--- src/rtl/xdma_pkg.sv ---
// Shared types for the XDMA write-response path.
// Request index, AXI B codes and the per-burst tracking record.
package xdma_pkg;

  localparam int XdmaIdxWidth = 4;

  typedef logic [XdmaIdxWidth-1:0] xdma_req_idx_t;

  localparam logic [1:0] AXI_RESP_OKAY   = 2'b00;
  localparam logic [1:0] AXI_RESP_EXOKAY = 2'b01;
  localparam logic [1:0] AXI_RESP_SLVERR = 2'b10;
  localparam logic [1:0] AXI_RESP_DECERR = 2'b11;

  typedef struct packed {
    xdma_req_idx_t idx;
    logic          is_last;
  } xdma_b_track_t;

  // Increment that sticks at 255 instead of wrapping.
  function automatic logic [7:0] sat_inc8(input logic [7:0] v);
    return (v == 8'hff) ? v : v + 8'd1;
  endfunction

endpackage

--- src/rtl/xdma_b_track_fifo.sv ---
// Non-fall-through FIFO of issued AW bursts awaiting their B.
// Extra pointer bit distinguishes full from empty.
module xdma_b_track_fifo
  import xdma_pkg::*;
#(
  parameter int  Depth  = 8,
  parameter type T      = xdma_b_track_t,
  parameter int  UsageW = $clog2(Depth + 1)
) (
  input  logic              clk,
  input  logic              rst_n,
  input  logic              push,
  input  T                  wdata,
  input  logic              pop,
  output T                  rdata,
  output logic              full,
  output logic              empty,
  output logic [UsageW-1:0] usage
);

  localparam int AW = $clog2(Depth);

  T              mem [Depth];
  logic [AW:0]   wptr;
  logic [AW:0]   rptr;
  logic          do_push;
  logic          do_pop;

  assign usage   = UsageW'(wptr - rptr);
  assign full    = (usage == UsageW'(Depth));
  assign empty   = (wptr == rptr);
  assign do_push = push & ~full;
  assign do_pop  = pop & ~empty;
  assign rdata   = mem[rptr[AW-1:0]];

  // Storage write; contents need no reset since pointers gate reads.
  always_ff @(posedge clk) begin
    if (do_push) begin
      mem[wptr[AW-1:0]] <= wdata;
    end
  end

  // Pointer update; reset empties the queue.
  always_ff @(posedge clk) begin
    if (!rst_n) begin
      wptr <= '0;
      rptr <= '0;
    end else begin
      if (do_push) wptr <= wptr + 1'b1;
      if (do_pop)  rptr <= rptr + 1'b1;
    end
  end

endmodule

--- src/rtl/xdma_write_resp_tracker.sv ---
// Tracks issued AW bursts, consumes in-order B responses and
// emits one completion record per XDMA request.
module xdma_write_resp_tracker
  import xdma_pkg::*;
#(
  parameter int OutstandingDepth = 8,
  parameter int IdxWidth         = 4
) (
  input  logic                                  clk_i,
  input  logic                                  rst_ni,
  input  logic                                  aw_issue_valid_i,
  output logic                                  aw_issue_ready_o,
  input  logic [IdxWidth-1:0]                   aw_issue_idx_i,
  input  logic                                  aw_issue_last_i,
  input  logic                                  b_valid_i,
  output logic                                  b_ready_o,
  input  logic [1:0]                            b_resp_i,
  output logic                                  done_valid_o,
  input  logic                                  done_ready_i,
  output logic [IdxWidth-1:0]                   done_idx_o,
  output logic                                  done_err_o,
  output logic [7:0]                            done_bursts_o,
  output logic [$clog2(OutstandingDepth+1)-1:0] outstanding_o,
  output logic                                  busy_o
);

  localparam int UsageW = $clog2(OutstandingDepth + 1);

  typedef struct packed {
    logic [IdxWidth-1:0] idx;
    logic                is_last;
  } track_t;

  typedef enum logic {
    S_EMPTY,
    S_FULL
  } out_state_e;

  track_t     wr_rec;
  track_t     head;
  logic       full;
  logic       empty;
  logic       push;
  logic       b_hs;
  logic       bad;
  logic       last_b;
  logic       stall;
  logic       err_acc;
  logic [7:0] burst_cnt;
  out_state_e state;

  assign wr_rec.idx     = aw_issue_idx_i;
  assign wr_rec.is_last = aw_issue_last_i;

  assign aw_issue_ready_o = ~full;
  assign push             = aw_issue_valid_i & ~full;
  assign stall            = done_valid_o & ~done_ready_i;
  assign b_ready_o        = ~empty & ~stall;
  assign b_hs             = b_valid_i & b_ready_o;
  assign bad              = (b_resp_i == AXI_RESP_SLVERR) |
                            (b_resp_i == AXI_RESP_DECERR);
  assign last_b           = b_hs & head.is_last;
  assign done_valid_o     = (state == S_FULL);
  assign busy_o           = (outstanding_o != '0) | done_valid_o;

  xdma_b_track_fifo #(
    .Depth  (OutstandingDepth),
    .T      (track_t),
    .UsageW (UsageW)
  ) u_fifo (
    .clk   (clk_i),
    .rst_n (rst_ni),
    .push  (push),
    .wdata (wr_rec),
    .pop   (b_hs),
    .rdata (head),
    .full  (full),
    .empty (empty),
    .usage (outstanding_o)
  );

  // Per-request error and burst accumulators; cleared on the last B.
  always_ff @(posedge clk_i) begin
    if (!rst_ni) begin
      err_acc   <= 1'b0;
      burst_cnt <= 8'd0;
    end else if (b_hs) begin
      if (head.is_last) begin
        err_acc   <= 1'b0;
        burst_cnt <= 8'd0;
      end else begin
        err_acc   <= err_acc | bad;
        burst_cnt <= sat_inc8(burst_cnt);
      end
    end
  end

  // Completion register: loads on last B, clears on accept.
  always_ff @(posedge clk_i) begin
    if (!rst_ni) begin
      state         <= S_EMPTY;
      done_idx_o    <= '0;
      done_err_o    <= 1'b0;
      done_bursts_o <= 8'd0;
    end else begin
      unique case (state)
        S_EMPTY: begin
          if (last_b) begin
            state         <= S_FULL;
            done_idx_o    <= head.idx;
            done_err_o    <= err_acc | bad;
            done_bursts_o <= sat_inc8(burst_cnt);
          end
        end
        S_FULL: begin
          if (last_b) begin
            done_idx_o    <= head.idx;
            done_err_o    <= err_acc | bad;
            done_bursts_o <= sat_inc8(burst_cnt);
          end else if (done_ready_i) begin
            state <= S_EMPTY;
          end
        end
        default: state <= S_EMPTY;
      endcase
    end
  end

endmodule

--- config.mk ---
export PLATFORM = sky130hd
export DESIGN_NAME = xdma_write_resp_tracker
export DESIGN_NICKNAME = d
export VERILOG_FILES = /design/src/rtl/xdma_pkg.sv /design/src/rtl/xdma_b_track_fifo.sv /design/src/rtl/xdma_write_resp_tracker.sv
export SDC_FILE = /design/constraint.sdc
export NUM_CORES = 1
export LEC_CHECK = 0
export ABC_AREA = 1
export BUFFER_PORTS_ARGS = -buffer_cell sky130_fd_sc_hd__buf_2
export CORE_ASPECT_RATIO = 2
export CORE_MARGIN = 3
export CORE_UTILIZATION = 53
export DETAILED_ROUTE_END_ITERATION = 6
export GPL_ROUTABILITY_DRIVEN = 0
export PLACE_DENSITY_LB_ADDON = 0.12
export SLEW_MARGIN = 20
export SYNTH_ARGS = -nofsm -noshare
export SYNTH_HDL_FRONTEND = slang
export SYNTH_SLANG_ARGS = --single-unit
--- constraint.sdc ---
create_clock -name clk_i -period 2.2 [get_ports clk_i]
set_input_delay 0.44 -clock clk_i [delete_from_list [all_inputs] [get_ports clk_i]]
set_output_delay 0.44 -clock clk_i [all_outputs]
set_load 0.05 [all_outputs]
Word level (Yosys, flattened, before mapping) --
Memory sizes are Yosys's and may differ from the RTL's. A register that Yosys moved wholly into a read port is not among the register bits. Cells that the tools add are included.
Operators by class: add/subtract/negate cells 4, eq/ne operators 5, mux-type cells 14, bitwise operators 15, reductions and logical operators 1
Operators with widths (number):
- $mux W8 | 3
- $add A4 B1 Y4 const B | 2
- $add A8 B1 Y8 const B | 1
- $eq A8 B8 Y1 const B | 1
- $and A1 B1 Y1 | 7
- $mux W1 | 7
- $mux W3 | 2
- $not A1 Y1 | 5
- $eq A2 B2 Y1 const B | 2
- $eq A4 B4 Y1 | 1
- $eq A4 B4 Y1 const B | 1
- $mux W4 | 1
- $reduce_bool A4 Y1 | 1
- $sub A4 B4 Y4 | 1
- $or A1 B1 Y1 | 3
- $pmux W1 S2 | 1
Storage, ports and cells: register bits after elaboration 31, bits in writable memories 40, input port bits 12, output and inout port bits 21, logic and storage cells 48, memories 1
Memory list:
- u_fifo.mem | depth 8, bits a word 5, read ports 1, clocked after memory_dff 1, wr ports 1, RTL line xdma_b_track_fifo.sv:23 | T mem [Depth];

Longest topological paths before layout --
depth after elaboration 8, gate-level depth with buffers 12, mapped depth without buffers 11

Modules after synthesis --
Synthesis repeated with hierarchy kept, for this count alone.
Unflattened totals: cell total of the unflattened synthesis 380, area total of the unflattened synthesis 3379.5 um^2
Modules (own cells, without submodules):
- xdma_b_track_fifo | times used 1, cells an instance 224, area each 2277.2 um^2, seq. area each 1421.4 um^2
- xdma_write_resp_tracker | times used 1, cells an instance 156, area each 1102.3 um^2, seq. area each 460.4 um^2

Least setup slack after synthesis --
OpenSTA, ideal clock, no wires.
kind flip-flop to flip-flop, from reg u_fifo.wptr[0], to mem u_fifo.mem[4][0] (netlist bit) (enable), setup time 0.340 ns, data arrival time 2.925 ns, required time 1.860 ns, setup slack -1.064 ns, stages on the path, launching flop included 10, path buffers 1, clock period less this slack 3.264 ns, cells stage by stage dfxtp_1 inv_1 ha_1 fa_1 xnor2_1 nor2_1 nand3_1 buf_2 nand3_1 nor2_1
On the way: word-level cells in the longest chain between the ends 7
Ends and longest elaborated chain:
- start: declaration | RTL line xdma_b_track_fifo.sv:24 | logic [AW:0] wptr;
- start signal: assignment | RTL line xdma_b_track_fifo.sv:49 | if (do_push) wptr <= wptr + 1'b1;
- $sub A4 B4 Y4 (*) | RTL line xdma_b_track_fifo.sv:29 | assign usage = UsageW'(wptr - rptr);
- net outstanding_o[2] | RTL line xdma_write_resp_tracker.sv:23 | output logic [$clog2(OutstandingDepth+1)-1:0] outstanding_o,
- $eq A4 B4 Y1 (*) | RTL line xdma_b_track_fifo.sv:30 | assign full = (usage == UsageW'(Depth));
- $not A1 Y1 (*)
- net aw_issue_ready_o | RTL line xdma_write_resp_tracker.sv:12 | output logic aw_issue_ready_o,
- $and A1 B1 Y1 | RTL line xdma_write_resp_tracker.sv:56 | assign push = aw_issue_valid_i & ~full;
- $and A1 B1 Y1 (*) | RTL line xdma_b_track_fifo.sv:32 | assign do_push = push & ~full;
- $mux W1 (*) | RTL line xdma_b_track_fifo.sv:38 | if (do_push) begin
- $mux W1 (not written as such) (*) | RTL line xdma_b_track_fifo.sv:39 | mem[wptr[AW-1:0]] <= wdata;
- end: declaration | RTL line xdma_b_track_fifo.sv:23
The timed path passes the listed nets; every way through them passes the cells marked *.

Worst setup path in the final report --
from reg u_fifo.wptr[0], to out busy_o
On the way: word-level cells in the longest chain between the ends 3
Ends and longest elaborated chain:
- $sub A4 B4 Y4 | RTL line xdma_b_track_fifo.sv:29
- $reduce_bool A4 Y1 | RTL line xdma_write_resp_tracker.sv:64 | assign busy_o = (outstanding_o != '0) | done_valid_o;
- $or A1 B1 Y1 | RTL line xdma_write_resp_tracker.sv:64
- end: declaration | RTL line xdma_write_resp_tracker.sv:24 | output logic busy_o
Every way passes these cells.

==> metrics.yaml <==
avgSynthCellArea_um2: 8.39
regArea_um2: 1890
routed_wl_mm: 8.33
critical-path-slowest-cell: "fa_2"
multi_input_area_um2: 1550
first_pass_iters: 4
min_path_type: "primary input to register"
synth_flop_cell: "edfxtp_1"
period_share_pct: 105
drive_gt1_share_pct: 23.7
outcome: "finished with violations"
ant_nets: 0
die-width_um: 63.5
ir_worst_vdd_mv: 1.71
drc_errors: 0
antenna_cells: 0
synth_cell_types: 30
setup_viol: 2
port_buffers: 31
grt_pass1_wl_mm: 13.2
synth-async-reset-ratio_pct: 0
initial_core_util_pct: 55.1
hold_violations: 0
die_y_um: 121
slowest_delay_ps: 540
cts_hold_buf: 0
layout.nets: 482
viasPerCell: 5.24
clockRootBuffer: "clkbuf_16"
arrival_ps: 1860
clkTransAtPathRegs_ps: 60
slew_headroom_pct: 70.4
end_kind: "output pin"
grt_max_degree: 21
num_vias: 2905
cp_max_fo: 2
crit_type: "register to output pin"
crit_required_ps: 1760
die_area_um2: 7690
first_iter_violations: 129
synth_edf_count: 40
r2r_slack_ps: 80
clock_latency_ps: 340
pre_cts_ws_ps: -54.0
antenna_found_initial: 0
io_pins: 33
fin_skew_ps: 4.48
fin_ws_ps: -100
cts.sinks: 74
hpwl_mm: 5.90
crit_chain: "inv_2 -> ha_4 -> fa_2 -> nand2_2 -> nor2_4 -> nand3_1 -> buf_6"
area_delta_synth_final_pct: 23.2
p_per_area_nw_per_um2: 1520
fillers: 574
leakage_uw: 0.00185
max-cap-violations: 0
ys_seq_elements: 74
min_period_ps: 2300
cts-htree-levels: 3
critPathLaunchType: "register"
core_um2: 6360
utilization_pct: 67.9
seq_area_frac_synth_pct: 53.7
ys.warnings.count: 0
synth_nets: 437
cts_inserted_buffers: 9
violations: "negative setup slack"
row_count: 41
grt_pass1_vias: 2856
wl_per_cell_um: 15.0
tritoncts: "done"
synth.cell_area_um2: 3510
synth_cells: 418
rsz0062_at_grt: "true"
grt_use_total_pct: 23.3
clockBufferDepth: 2
slew_viol_final: 0
max_slew.worst_pin.slew_ps: 444
grt_overflow: 0
fmax_mhz: 435
==> final cells by class <==
type / count / area share [%]
Sequential cell: 74 / 43.7
Clock inverter: 7 / 2.32
Clock buffer: 9 / 5.22
Multi-Input combinational cell: 296 / 36.0
Timing Repair Buffer: 46 / 7.04
Tap cell: 86 / 2.49
Inverter: 36 / 3.25
==> worst paths after layout <==
| path | startpoint | end | cells after the start |
|---|---|---|---|
| hold / removal | b_resp_i[1] | err_acc$_SDFFE_PN0N_ | 3 |
| hold reg to reg | err_acc$_SDFFE_PN0N_ | err_acc$_SDFFE_PN0N_ | 2 |
| setup reg to reg | u_fifo.wptr[0]$_SDFFE_PN0P_ | u_fifo.mem[4][1]$_DFFE_PP_ | 10 |
| setup / recovery | u_fifo.wptr[0]$_SDFFE_PN0P_ | busy_o | 7 |
==> layer usage <==
metal  vias to the layer above  global-route usage (%)  part of all wire, %
met3                        23                    3.99                  2.9
met4                         0                    13.8                  3.4
met5                         -                       0                    0
met1                      1374                    21.9                   35
met2                        58                    45.0                   58
li1                       1450                       -                    -
==> worst max-delay path, delay by kind of cell, from the launching register on <==
| family | cells | cell delay [ps] |
|---|---|---|
| fa+ha+maj | 2 | 690 |
| buf+inv | 2 | 210 |
| flops | 1 | 330 |
| simple gates | 3 | 290 |
==> where the power goes <==
group	switching, uW	internal (uW)	leakage (uW)
Clock	589	1000	0.000160
Combinational	2170	989	0.00104
Sequential	143	1700	0.000641
==> placed cells by master (no fill, tap or decap), types with 2 or more instances in the layout <==
cell	instances
inv_2	8
ha_1	4
inv_1	27
o21ai_0	20
dfxtp_2	2
buf_2	27
inv_6	2
clkinv_4	3
nand3_2	7
nor2_4	9
dfxtp_1	31
buf_4	13
nor2_1	72
bufinv_16	2
a21oi_1	17
nand3_4	3
nand4_1	3
nand2_1	106
nand2_4	2
clkbuf_16	9
edfxtp_1	40
xor2_1	3
nand3_1	30
ha_4	2
buf_8	2
nand2_2	9
buf_6	3
a21oi_2	2
==> flip-flops by register name, summed over array words and instances, names as in the netlist, named ones only <==
name,flops
burst_cnt,8
done_bursts_o,8
done_err_o,1
done_idx_o,4
done_valid_o,1
err_acc,1
u_fifo.mem,40
u_fifo.rptr,4
u_fifo.wptr,4
==> cells in the mapped netlist (all sizes together) (3+ instances only) <==
library cell,count,share of area (%)
ha,6,2.1
a21oi,19,2.8
dfxtp,34,19
nand3,40,6.8
xor2,3,0.75
edfxtp,40,34
nor2,82,9.1
nand2,117,13
buf,9,2.1
clkbuf,3,0.32
inv,35,3.7
nand4,3,0.54
o21ai,20,2.9
==> cells by family (layout without fill, tap and decap cells) <==
| group | count (synthesis) | in the layout | share of synthesized area [%] |
|---|---|---|---|
| XOR/XNOR | 4 | 4 | 0.999 |
| adder cells (fa/ha/maj) | 7 | 7 | 2.71 |
| AND/OR/NAND/NOR | 244 | 244 | 30.2 |
| buffers and inverters | 48 | 98 | 6.39 |
| AO/OA/AOI/OAI | 41 | 41 | 6.07 |
| flip-flops | 74 | 74 | 53.7 |
==> per-stage QoR <==
step	TNS, ps	cell area (um^2)	std cells	total power (uW)	hold slack (ps)
after floorplan	-6020	3610	418	4090	429
after global placement	0	3860	534	4660	442
after detailed placement	-269	3860	534	4700	448
after CTS	-228	4250	552	6430	376
after global routing	-331	4320	554	6960	388
final	-197	4320	554	6580	377
==> what timing repair did <==
| item | in CTS | in global routing |
|---|---|---|
| gates resized for setup | 14 | 15 |
| pin swaps | 4 | 7 |
| endpoints found under the hold margin | 0 | 0 |
| setup endpoints to repair | 8 | 27 |
| buffers inserted | 2 | 2 |
Power figures use the tool's default switching activity.
